## src/rtl/rca_pipe.sv

```systemverilog
// rca_pipe: pipelined ripple-carry adder/subtractor; WIDTH bits rippled in STAGES registered segments.
// Optional signed-overflow port `ovf` is built only when RCA_PIPE_OVF_EN is defined.

module rca_pipe_chk #(
  parameter int WIDTH = 32
) (
  input logic             clk,
  input logic             reset,
  input logic             in_ready,
  input logic             out_valid,
  input logic             out_ready,
  input logic [WIDTH-1:0] sum,
  input logic             cout
);
  // A result refused by the consumer must stay put until it is taken.
  a_hold: assert property (@(posedge clk) disable iff (!reset)
    (out_valid && !out_ready) |=> (out_valid && $stable(sum) && $stable(cout)));

  a_ready: assert property (@(posedge clk) disable iff (!reset)
    in_ready == !(out_valid && !out_ready));
endmodule

module rca_pipe #(
  parameter int WIDTH  = 32,
  parameter int STAGES = 4
) (
  input  logic             clk,
  input  logic             reset,
  input  logic             in_valid,
  output logic             in_ready,
  input  logic [WIDTH-1:0] a,
  input  logic [WIDTH-1:0] b,
  input  logic             cin,
  input  logic             sub,
  output logic             out_valid,
  input  logic             out_ready,
  output logic [WIDTH-1:0] sum,
  output logic             cout
`ifdef RCA_PIPE_OVF_EN
  ,
  output logic             ovf
`endif
);
  localparam int SEG = WIDTH / STAGES;

  // Stage 0 is the input register; stage k+1 holds the result of rippling segment k.
  logic [STAGES:0]              v_r;
  logic [STAGES:0]              c_r;
  logic [STAGES:0][WIDTH-1:0]   s_r;
  logic [STAGES-1:0][WIDTH-1:0] x_r;
  logic [STAGES-1:0][WIDTH-1:0] y_r;
  logic [STAGES-1:0][WIDTH-1:0] s_nxt_s;
  logic [STAGES-1:0]            c_nxt_s;
  logic                         stall_s;
`ifdef RCA_PIPE_OVF_EN
  logic                         c_msb_s;
  logic                         ovf_r;
`endif

  function automatic logic [1:0] full_add(input logic x, input logic y, input logic c);
    return {(x & y) | ((x ^ y) & c), x ^ y ^ c};
  endfunction

  assign stall_s   = v_r[STAGES] && !out_ready;
  assign in_ready  = !stall_s;
  assign out_valid = v_r[STAGES];
  assign sum       = s_r[STAGES];
  assign cout      = c_r[STAGES];
`ifdef RCA_PIPE_OVF_EN
  assign ovf       = ovf_r;
`endif

  // Ripple each segment from the carry registered by the stage before it.
  always_comb begin
    logic [1:0] fa_v;
    logic       c_v;
    fa_v    = 2'b00;
    c_v     = 1'b0;
    s_nxt_s = '0;
    c_nxt_s = '0;
`ifdef RCA_PIPE_OVF_EN
    c_msb_s = 1'b0;
`endif
    for (int k = 0; k < STAGES; k++) begin
      s_nxt_s[k] = s_r[k];
      c_v        = c_r[k];
      for (int i = 0; i < SEG; i++) begin
`ifdef RCA_PIPE_OVF_EN
        c_msb_s = ((k == STAGES - 1) && (i == SEG - 1)) ? c_v : c_msb_s;
`endif
        fa_v                  = full_add(x_r[k][k*SEG+i], y_r[k][k*SEG+i], c_v);
        s_nxt_s[k][k*SEG+i]   = fa_v[0];
        c_v                   = fa_v[1];
      end
      c_nxt_s[k] = c_v;
    end
  end

  // Whole pipe advances together unless the output is stalled; the last stage only loads valid beats.
  always_ff @(posedge clk or negedge reset) begin
    if (!reset) begin
      v_r <= '0;
      c_r <= '0;
      s_r <= '0;
      x_r <= '0;
      y_r <= '0;
`ifdef RCA_PIPE_OVF_EN
      ovf_r <= 1'b0;
`endif
    end else if (!stall_s) begin
      v_r[0] <= in_valid;
      if (in_valid) begin
        x_r[0] <= a;
        y_r[0] <= b ^ {WIDTH{sub}};
        c_r[0] <= sub | cin;
      end
      for (int k = 1; k < STAGES; k++) begin
        v_r[k] <= v_r[k-1];
        x_r[k] <= x_r[k-1];
        y_r[k] <= y_r[k-1];
        s_r[k] <= s_nxt_s[k-1];
        c_r[k] <= c_nxt_s[k-1];
      end
      v_r[STAGES] <= v_r[STAGES-1];
      if (v_r[STAGES-1]) begin
        s_r[STAGES] <= s_nxt_s[STAGES-1];
        c_r[STAGES] <= c_nxt_s[STAGES-1];
`ifdef RCA_PIPE_OVF_EN
        ovf_r       <= c_msb_s ^ c_nxt_s[STAGES-1];
`endif
      end
    end
  end

  rca_pipe_chk #(.WIDTH(WIDTH)) u_chk (
    .clk       (clk),
    .reset     (reset),
    .in_ready  (in_ready),
    .out_valid (out_valid),
    .out_ready (out_ready),
    .sum       (sum),
    .cout      (cout)
  );
endmodule

```

## config.mk

```make
export PLATFORM = sky130hd
export DESIGN_NAME = rca_pipe
export DESIGN_NICKNAME = d
export VERILOG_FILES = /design/src/rtl/rca_pipe.sv
export SDC_FILE = /design/constraint.sdc
export NUM_CORES = 1
export LEC_CHECK = 0
export ABC_AREA = 1
export BUFFER_PORTS_ARGS = -buffer_cell sky130_fd_sc_hd__buf_2
export CAP_MARGIN = 20
export CORE_AREA = 2 2 194 196
export CTS_CLUSTER_DIAMETER = 40
export DETAILED_ROUTE_END_ITERATION = 10
export DIE_AREA = 0 0 196 198
export GPL_TIMING_DRIVEN = 0
export PLACE_DENSITY = 0.51
export REMOVE_ABC_BUFFERS = 1
export SKIP_LAST_GASP = 1
export SLEW_MARGIN = 25
export SYNTH_ARGS = -nofsm -noshare
export SYNTH_HDL_FRONTEND = slang
export SYNTH_SLANG_ARGS = --single-unit
```

## constraint.sdc

```tcl
create_clock -name clk -period 5.09 [get_ports clk]
set_clock_uncertainty 0.05 [all_clocks]
set_input_delay 1.018 -clock clk [delete_from_list [all_inputs] [get_ports clk]]
set_output_delay 1.018 -clock clk [all_outputs]
set_load 0.02 [all_outputs]
```

==> summary.md, run 1 <==
| Metric | Value |
|---|---|
| Status | `complete, no violations` |
| Synth cell types | `19` |
| Pwr/cell area | `633.9 nW/um^2` |
| ANT nets after route | `0` |
| Met2 routed wirelength | `11830 microns` |
| Dpl cell area | `11860 sq um` |
| Hold buffers post-CTS | `0` |
| Via Count | `7798` |
| Maxcap violations | `0` |
| Final period utilization | `78.56%` |
| TritonCTS clock tree | `yes` |
| Switching share of power | `35.94%` |
| Layout cells sized above 1 | `14.65%` |
| Final setup fails | `0` |
| Largest net degree at the start of global routing | `117` |
| Measured slew at the worst slew-check pin | `0.9946 ns` |
| Flop pwr share | `40.5%` |
| WP data required | `5.50 ns` |
| Pwr Total | `8.322 mW` |
| Fill cells | `3861` |
| Clock Latency Late Sink | `0.52 ns` |
| Layout area overhead | `20.26%` |
| Worst Setup Path Type | `flop to flop` |
| P_int | `5.331 mW` |
| Crit-path cells | `inv_1 -> fa_1 -> inv_1 -> fa_1 -> fa_1 -> fa_1 -> fa_1 -> fa_1 -> fa_1 -> inv_1 -> fa_1 -> nand3b_1 -> nand2_1` |
| Fin Setup TNS | `0 ns` |
| Max Slew Vio Count | `0` |
| Num ports | `105` |
| Post-CTS setup buffers | `0` |
| RSZ-0062 raised after global routing | `false` |
| Critical Path Fanout Max | `2` |
| Flops & latches, synth | `250` |
| CTS Buf Count | `39` |
| Top layer reached by signal wires | `met4` |
| Rows | `71` |
| DP Wirelength | `14900 microns` |
| 1st-iter DRT viols | `467` |
| Clk network pwr share | `30.7%` |
| CTS-repair resized insts | `0` |
| Routed wire length | `25050 microns` |
| Root buffer cell | `clkbuf_16` |
| Fmax | `0.2501 GHz` |
| Multi-input logic area | `3871 sq um` |
| DIE AREA | `38810 sq um` |
| Peak VDD IR | `236.1 uV` |
| Mapped Area | `10920 sq um` |
| Max incr delay on CP | `0.46 ns` |
| Sequential-to-total area share from yosys stat | `57.31%` |
| IO buf count | `104` |
| GPL Wtd Cong | `0.7206` |
| HP Class | `input port to asynchronous set/reset pin` |
| Critical Path Source | `c_r[3]` |
| Max clock buf depth | `3` |
| Finished Cell Area | `13130 sq um` |
| CP dominant cell by count | `fa_1` |
| First-pass GRT wire length | `41970 microns` |
| Static leakage | `6.973 nW` |
| Vias in the first global route | `7849` |
| Syn Area/Cell | `8.926 sq um` |
| Starting Density | `29.54%` |
| Startpoint types | `flop` |
| Die W | `196 microns` |
| Vias per inst | `4.318` |
| Worst-path clk slew | `0.05 ns` |
| H-tree depth | `2` |
| Yosys warning total | `24` |
| Register Area | `6261 sq um` |
| GRT Total Usage | `13.58%` |
| Die Span Y | `198 microns` |
| Slowest-stage cell, CP | `fa_1` |
| Drt drc | `0` |
| Routed wire per std cell | `13.87 microns` |
| Global route overflow | `0` |
| Hold Fails Final Rpt | `0` |
| Antenna violations before repair | `0` |
| Min Hold Slack | `0.3559 ns` |
| Psw | `2.991 mW` |
| Logic pwr share | `28.8%` |
| CP endpoint kind | `flop` |
| Worst R2R Start | `c_r[3]` |
| Met3 Wirelength | `938 microns` |
| Core Region | `36960 sq um` |
| Slew margin rel. | `33.69%` |
| Final nets | `1403` |
| Cells after synthesis | `1223` |
| WP data arrival | `4.41 ns` |
| Pre-antenna DRT Iters | `4` |
| Sink Count | `250` |
| Tmin final | `3.999 ns` |
| Met1 wire length | `11690 microns` |
==> area by class of cell <==
cell class | instances | share of cell area (%)
inverter | 92 | 2.649
tap | 474 | 4.517
clock buffer | 44 | 7.729
timing repair buffer | 114 | 6.023
antenna | 1 | 0.01906
multi-input combinational | 804 | 29.49
clock inverter | 27 | 1.887
sequential | 250 | 47.69
==> synthesized netlist by cell type (all sizes together) <==
master	n	area share, %
a21oi	37	1.9
buf	66	3.8
clkbuf	11	0.38
dfrtp	250	57
fa	32	5.9
inv	92	3.2
nand2	518	18
nand3	138	6.3
nand3b	3	0.21
nor2	36	1.2
o21ai	40	1.8
==> logic make-up after synthesis <==
group | after synthesis | share of synthesized area (%)
simple gates | 695 | 25.78
flops | 250 | 57.31
buf+inv | 169 | 7.347
compound gates | 77 | 3.702
fa+ha+maj | 32 | 5.868
==> flip-flops by register name, indices dropped and copies added (netlist names) <==
register	count
c_r	5
s_nxt_s	48
sum	32
v_r	5
x_r	80
y_r	80
==> layout by cell type (no fill, tap or decap), types with 10 or more instances in the layout <==
master,netlist,final
a21oi_1,32,32
buf_2,35,103
clkbuf_16,0,39
dfrtp_1,250,248
fa_1,32,32
inv_1,90,89
nand2_1,515,515
nand3_1,138,138
nor2_1,36,36
o21ai_0,30,30
o21ai_1,10,10
==> stage by stage <==
step | setup slack, ns | instances | utilization, %
6_report | 1.091 | 1806 | 35.53
5_1_grt | 0.9563 | 1805 | 35.52
3_3_place_gp | -1.834 | 1724 | 31.32
4_1_cts | 1.083 | 1805 | 35.52
2_1_floorplan | 1.075 | 1146 | -
3_5_place_dp | 1.104 | 1734 | 32.10
==> per-layer routing <==
| metal | global-route usage [%] | up-vias |
|---|---|---|
| met2 | 22.56 | 108 |
| met4 | 4.658 | 0 |
| met3 | 2.470 | 36 |
| met1 | 17.91 | 3704 |
| met5 | 0 | - |
| li1 | - | 3950 |
==> path summary, 6_finish.rpt <==
kind	endpoint	slack [ns]	cells past startpoint
worst max-delay path	sum[31]	1.09	13
worst min-delay path	y_r[5]	0.36	1
worst max register to register	sum[31]	1.09	13
worst min register to register	sum[13]	0.41	2
max in group asynchronous	sum[28]	3.93	2
min in group clk	sum[13]	0.41	2
==> worst max-delay path: cells and delay by family (launching register included) <==
family                   cells  cell delay [ns]
buffers and inverters        3             0.22
flip-flops                   1             0.39
adder cells (fa/ha/maj)      8             3.03
AND/OR/NAND/NOR              2             0.25
==> power by group through the flow <==
stage / clock network (mW) / registers [mW] / logic (mW)
after floorplan: 0 / 3.48 / 1.45
after global placement: 0 / 3.49 / 2.24
after detailed placement: 0 / 3.41 / 2.46
after CTS: 2.64 / 3.39 / 2.48
after global routing: 2.73 / 3.49 / 2.84
final: 2.56 / 3.37 / 2.40
Power figures use the tool's default switching activity.
==> run 2, diff against run 1 <==
--- a/config.mk
+++ b/config.mk
@@ -13,7 +13,7 @@
 export DETAILED_ROUTE_END_ITERATION = 10
 export DIE_AREA = 0 0 196 198
 export GPL_TIMING_DRIVEN = 0
-export PLACE_DENSITY = 0.51
+export PLACE_DENSITY = 0.52
 export REMOVE_ABC_BUFFERS = 1
 export SKIP_LAST_GASP = 1
 export SLEW_MARGIN = 25
==> constraint.sdc (replaced) <==
create_clock -name clk -period 3.3 [get_ports clk]
set_clock_uncertainty 0.05 [all_clocks]
set_input_delay 0.66 -clock clk [delete_from_list [all_inputs] [get_ports clk]]
set_output_delay 0.66 -clock clk [all_outputs]
set_load 0.02 [all_outputs]
==> run 2 against run 1 <==
Net effect: the run now ends with negative setup slack left; clock-buffer cell count up 8; worst hold slack lost 0.30 ns; setup slack got worse by 1.4 ns; final cell count rose by 0.50%; design area up 2.8%; critical path type unchanged.
==> summary.md, run 2 (synthesized netlist as in run 1, its figures left out) <==
| Metric | Value |
|---|---|
| Static leakage | `7.063 nW (+1.3%)` |
| Final Util | `36.51% (+0.99 points)` |
| Max incr delay on CP | `0.40 ns (-0.06 ns)` |
| RSZ-0062 raised after global routing | `true` |
| Core Region | `36960 sq um (unchanged)` |
| Measured slew at the worst slew-check pin | `0.9578 ns (-0.03677 ns)` |
| Peak VDD IR | `355.0 uV (+50%)` |
| HP Class | `input port to asynchronous set/reset pin` |
| Layout cells sized above 1 | `18.72% (+4.1 points)` |
| Via Count | `7825 (+0.35%)` |
| Number of antenna diodes | `0 (-1)` |
| IO buf count | `104 (unchanged)` |
| Clock Latency Late Sink | `0.53 ns (about the same)` |
| Finished Cell Area | `13490 sq um (+2.8%)` |
| CP endpoint kind | `flop` |
| Routed wire length | `25830 microns (+3.1%)` |
| Maxcap violations | `0 (unchanged)` |
| Max Slew Vio Count | `0 (unchanged)` |
| Routed wire per std cell | `14.23 microns (+2.6%)` |
| WP data arrival | `4.04 ns (-0.37 ns)` |
| Starting Density | `29.54% (unchanged)` |
| TritonCTS clock tree | `yes` |
| Fmax | `0.2755 GHz (+10%)` |
| Critical Path Fanout Max | `2 (unchanged)` |
| Rows | `71 (unchanged)` |
| Pwr/cell area | `1010 nW/um^2 (+59%)` |
| Startpoint types | `flop` |
| Worst-path clk slew | `0.05 ns (about the same)` |
| Tmin final | `3.629 ns (-0.3695 ns)` |
| CTS Buf Count | `41 (+5.1%)` |
| Root buffer cell | `clkbuf_16` |
| Layout area overhead | `23.61%` |
| Final WS setup | `-0.3293 ns (-1.421 ns)` |
| Largest net degree at the start of global routing | `108 (-7.7%)` |
| Hold buffers post-CTS | `0 (unchanged)` |
| Die W | `196 microns (unchanged)` |
| GPL Wtd Cong | `0.7323 (+1.6%)` |
| Crit-path cells | `inv_1 -> fa_1 -> inv_1 -> fa_2 -> fa_2 -> fa_2 -> fa_2 -> fa_2 -> fa_2 -> inv_2 -> fa_1 -> nand3b_1 -> nand2_1` |
| Global route overflow | `0 (unchanged)` |
| Die Span Y | `198 microns (unchanged)` |
| Status | `finished, violations left` |
| Critical Path Source | `x_r[120]` |
| Final period utilization | `110.0% (+31 points)` |
| Final setup fails | `6 (+6)` |
| Vias per inst | `4.311 (-0.15%)` |
| Max clock buf depth | `3 (unchanged)` |
| Worst R2R Start | `x_r[120]` |
| Worst Setup Path Type | `flop to flop` |
| WP data required | `3.71 ns (-1.79 ns)` |
| Num ports | `105 (unchanged)` |
| Drt drc | `0 (unchanged)` |
| DP Wirelength | `14790 microns (-0.78%)` |
| H-tree depth | `2 (unchanged)` |
| Most common cell after layout, fill and taps aside | `nand2_1` |
| Final nets | `1410 (+0.50%)` |
| Most frequent cells in the layout | `nand2_1 (514), dfrtp_1 (248), nand3_1 (138), buf_2 (103), inv_1 (76)` |
| DIE AREA | `38810 sq um (unchanged)` |
| Slew margin rel. | `36.15% (+2.5 points)` |
| Dpl cell area | `11860 sq um (about the same)` |
| 1st-iter DRT viols | `490 (+4.9%)` |
| Failing checks | `negative setup slack` |
| First-pass GRT wire length | `42590 microns (+1.5%)` |
| Vias in the first global route | `8083 (+3.0%)` |
| Hold Fails Final Rpt | `0 (unchanged)` |
| ANT nets after route | `0 (unchanged)` |
| Sink Count | `250 (unchanged)` |
| Slowest-stage cell, CP | `fa_2` |
| Antenna violations before repair | `0 (unchanged)` |
| CP dominant cell by count | `fa_2` |
| GRT Total Usage | `13.74% (+0.16 points)` |
| Pre-antenna DRT Iters | `5 (+1)` |
## run 2: layout make-up
| cell class | instances | area [sq um] |
|---|---|---|
| clock inverters | 24 | 314.1 |
| multi-input cells | 805 | 3973 |
| well taps | 474 | 593.1 |
| fillers | 3778 | 23460 |
| flip-flops and latches | 250 | 6261 |
| repair buffers | 118 | 868.3 |
| inverters | 92 | 347.8 |
| clock buffers | 52 | 1137 |
## run 2: worst paths after layout
path / endpoint / slack, ns / cells past startpoint
min: s_nxt_s[39] / 0.06 / 1
max reg2reg: sum[31] / -0.33 / 13
min reg2reg: y_r[45] / 0.41 / 2
max in group asynchronous: y_r[22] / 2.23 / 2
max: sum[31] / -0.33 / 13
min in group clk: x_r[7] / 0.30 / 3
## run 2: metrics by stage
step | hold WS, ns | instances | total power [mW] | setup TNS, ns | setup WS [ns]
2_1_floorplan | 0.3144 | 1146 | 7.612 | -61.23 | -0.7155
3_3_place_gp | 0.4015 | 1724 | 8.813 | -1355.10 | -3.238
3_5_place_dp | 0.4006 | 1734 | 9.057 | -4.298 | -0.6985
4_1_cts | 0.06859 | 1813 | 13.79 | -1.359 | -0.4143
5_1_grt | 0.09989 | 1815 | 14.77 | -2.124 | -0.4832
6_report | 0.05774 | 1815 | 13.63 | -1.080 | -0.3293
## run 2: worst max-delay path, delay by kind of cell, from the launching register on
family        cells  cell delay (ns)
fa+ha+maj         8             2.70
flops             1             0.36
simple gates      2             0.24
buf+inv           3             0.20
## run 2: repair_timing
| item | 4_1_cts | 5_1_grt |
|---|---|---|
| gates resized for setup | 37 | 11 |
| endpoints found under the setup margin | 13 | 12 |
| setup buffers | 2 | 0 |
| pin swaps | 3 | 2 |
| cloned | 1 | 2 |
## run 2: layer usage
metal / up-vias / GRT usage, % / routed length, microns
li1: 3976 / - / -
met1: 3681 / 18.07 / 12040
met5: - / 0 / 0
met4: 0 / 4.714 / 619
met3: 46 / 2.862 / 1100
met2: 122 / 22.62 / 12080
## run 2: power by group
group | internal, mW | switching [mW] | total (mW)
logic | 1.58 | 2.40 | 3.99
registers | 4.40 | 0.813 | 5.21
clock network | 2.81 | 1.62 | 4.43
total | 8.80 | 4.84 | 13.6
==> run 3, diff against run 2 <==
--- a/config.mk
+++ b/config.mk
@@ -14,7 +14,6 @@
 export DIE_AREA = 0 0 196 198
 export GPL_TIMING_DRIVEN = 0
 export PLACE_DENSITY = 0.52
-export REMOVE_ABC_BUFFERS = 1
 export SKIP_LAST_GASP = 1
 export SLEW_MARGIN = 25
 export SYNTH_ARGS = -nofsm -noshare
==> run 3 against run 2 <==
Net effect: the run still ends with negative setup slack left; worst hold slack gained 0.025 ns; setup slack improved by 0.0024 ns; routed wire length increased by 11%; utilization is 0.071 points lower; via count rose by 4.2%; flip-flop and latch count is the same; register-to-register slack about the same; maximum frequency about the same; design area decreased by 0.19%; first-iteration DRC count shrank 5.7%; critical path depth is the same; global-route usage grew 1.5 points; largest power group unchanged.
==> summary.md, run 3 (synthesized netlist as in run 1, its figures left out) <==
| Metric | Value |
|---|---|
| Vias in the first global route | `8210 (+1.6%)` |
| Critical Path Fanout Max | `2 (unchanged)` |
| Post-Syn Nets | `1325` |
| Pwr/cell area | `1010 nW/um^2 (about the same)` |
| Via Count | `8154 (+4.2%)` |
| CTS Buf Count | `37 (-9.8%)` |
| Final period utilization | `109.9% (about the same)` |
| Slowest-stage cell, CP | `dfrtp_1` |
| Final nets | `1471 (+4.3%)` |
| First-pass GRT wire length | `46220 microns (+8.5%)` |
| Die Span Y | `198 microns (unchanged)` |
| Crit-path leading delay family | `adder cells` |
| Starting Density | `29.54% (unchanged)` |
| Hold buffers post-CTS | `0 (unchanged)` |
| Final setup fails | `5 (-1)` |
| Status | `finished, violations left` |
| Core Region | `36960 sq um (unchanged)` |
| Maxcap violations | `0 (unchanged)` |
| Crit path buffers/inverters | `3 (unchanged)` |
| Min Hold Slack | `0.08303 ns (+0.02529 ns)` |
| Slew margin rel. | `55.97% (+20 points)` |
| Rows | `71 (unchanged)` |
| Startpoint types | `flop` |
| Worst R2R Start | `c_r[3]` |
| GRT Total Usage | `15.27% (+1.5 points)` |
| Die W | `196 microns (unchanged)` |
| Measured slew at the worst slew-check pin | `0.6605 ns (-0.2973 ns)` |
| Peak VDD IR | `343.7 uV (-3.2%)` |
| DIE AREA | `38810 sq um (unchanged)` |
| Layout area overhead | `23.37%` |
| Vias per inst | `4.367 (+1.3%)` |
| Crit-path cells | `inv_2 -> fa_2 -> inv_2 -> fa_2 -> fa_2 -> fa_2 -> fa_2 -> fa_2 -> fa_2 -> inv_2 -> fa_1 -> nand3b_1 -> nand2_1` |
| Pre-antenna DRT Iters | `5 (unchanged)` |
| DP Wirelength | `21200 microns (+43%)` |
| R2R depth | `13 (unchanged)` |
| Fmax | `0.2757 GHz (about the same)` |
| Most common cell after layout, fill and taps aside | `nand2_1` |
| Layout cells sized above 1 | `20.89% (+2.2 points)` |
| CP endpoint kind | `flop` |
| Failing checks | `negative setup slack` |
| 1st-iter DRT viols | `462 (-5.7%)` |
| Global route overflow | `0 (unchanged)` |
| Hold Fails Final Rpt | `0 (unchanged)` |
| Sink Count | `250 (unchanged)` |
| Tmin final | `3.627 ns (-0.002426 ns)` |
| TritonCTS clock tree | `yes` |
| Most frequent cells in the layout | `nand2_1 (515), dfrtp_1 (250), nand3_1 (137), buf_2 (136), inv_1 (71)` |
| WP data arrival | `4.03 ns (about the same)` |
| ANT nets after route | `0 (unchanged)` |
| Drt drc | `0 (unchanged)` |
| WP data required | `3.70 ns (about the same)` |
| IO buf count | `102 (-1.9%)` |
| Number of antenna diodes | `0 (unchanged)` |
| Clock Latency Late Sink | `0.52 ns (about the same)` |
| Worst Setup Path Type | `flop to flop` |
| Max Slew Vio Count | `0 (unchanged)` |
| GPL Wtd Cong | `0.7992 (+9.1%)` |
| Routed wire length | `28690 microns (+11%)` |
| Antenna violations before repair | `0 (unchanged)` |
| FF-to-FF End | `sum[31]` |
| RSZ-0062 raised after global routing | `true` |
| HP Class | `input port to asynchronous set/reset pin` |
| Final Util | `36.44% (-0.071 points)` |
| CP dominant cell by count | `fa_2` |
| Largest net degree at the start of global routing | `93 (-14%)` |
| H-tree depth | `2 (unchanged)` |
| Max incr delay on CP | `0.39 ns (about the same)` |
| Static leakage | `7.102 nW (+0.55%)` |
| DP Worst Slack | `-0.4001 ns (+0.2985 ns)` |
| Num ports | `105 (unchanged)` |
| R2R Setup Slk | `-0.33 ns (about the same)` |
| Routed wire per std cell | `15.37 microns (+8.0%)` |
| Final WS setup | `-0.3269 ns (+0.002426 ns)` |
| Root buffer cell | `clkbuf_16` |
| Max clock buf depth | `3 (unchanged)` |
| Worst-path clk slew | `0.06 ns (about the same)` |
run 3: changes by cell type in the layout (fill, tap and decap cells not counted), sizes merged:
cell	previous run	this run
buf	116	173
inv	102	93
clkinvlp	2	5
bufinv	4	5
clkbuf	54	55
nand2	519	518
run 3: report_power, final:
group	internal, mW	switching, mW
Combinational	1.64	2.70
Sequential	4.40	0.862
Clock	2.58	1.42
run 3: final cells by class:
cell class,count,area [sq um]
buffer,77,456.7
clock buffer,44,1012
clock inverter,19,266.5
fill,3873,23490
inverter,92,345.3
multi-input combinational,804,3940
sequential,250,6256
tap,474,593.1
timing repair buffer,107,598.1
run 3: stage by stage:
stage	power [mW]	instance area (sq um)	cells	TNS [ns]
floorplan	7.907	10970	1223	-0.4527
global placement	9.517	12070	1799	-767.23
detailed placement	9.608	12140	1801	-1.609
CTS	13.71	13420	1864	-1.366
global route	14.65	13470	1867	-1.829
finish	13.60	13470	1867	-1.110
run 3: worst max-delay path by stage:
stage          endpoint  slack, ns  depth (start not counted)      from
2_1_floorplan   sum[31]      -0.17                         13    c_r[3]
3_3_place_gp    y_r[31]      -3.08                          1     reset
3_5_place_dp    sum[31]      -0.40                         13  x_r[120]
4_1_cts         sum[31]      -0.38                         13    c_r[3]
5_1_grt         sum[31]      -0.47                         13    c_r[3]
6_report        sum[31]      -0.33                         13    c_r[3]
run 3: what timing repair did:
item,in CTS,in global routing
pin swaps,8,10
endpoints found under the setup margin,7,11
resized for setup,15,16
setup buffers,0,3
run 3: layer usage:
metal / GRT usage (%) / routed length [microns] / share of wire [%]
met4: 4.770 / 678 / 2.4
met5: 0 / 0 / 0
met1: 21.60 / 14030 / 49
met3: 2.385 / 1126 / 3.9
met2: 24.15 / 12860 / 45
run 3: worst reg2reg max path: stages (launching register included):
cell	delay, ns
dfrtp_1	0.39
inv_2	0.07
fa_2	0.19
inv_2	0.04
fa_2	0.36
fa_2	0.37
fa_2	0.34
fa_2	0.35
fa_2	0.34
fa_2	0.34
inv_2	0.07
fa_1	0.39
nand3b_1	0.18
nand2_1	0.07
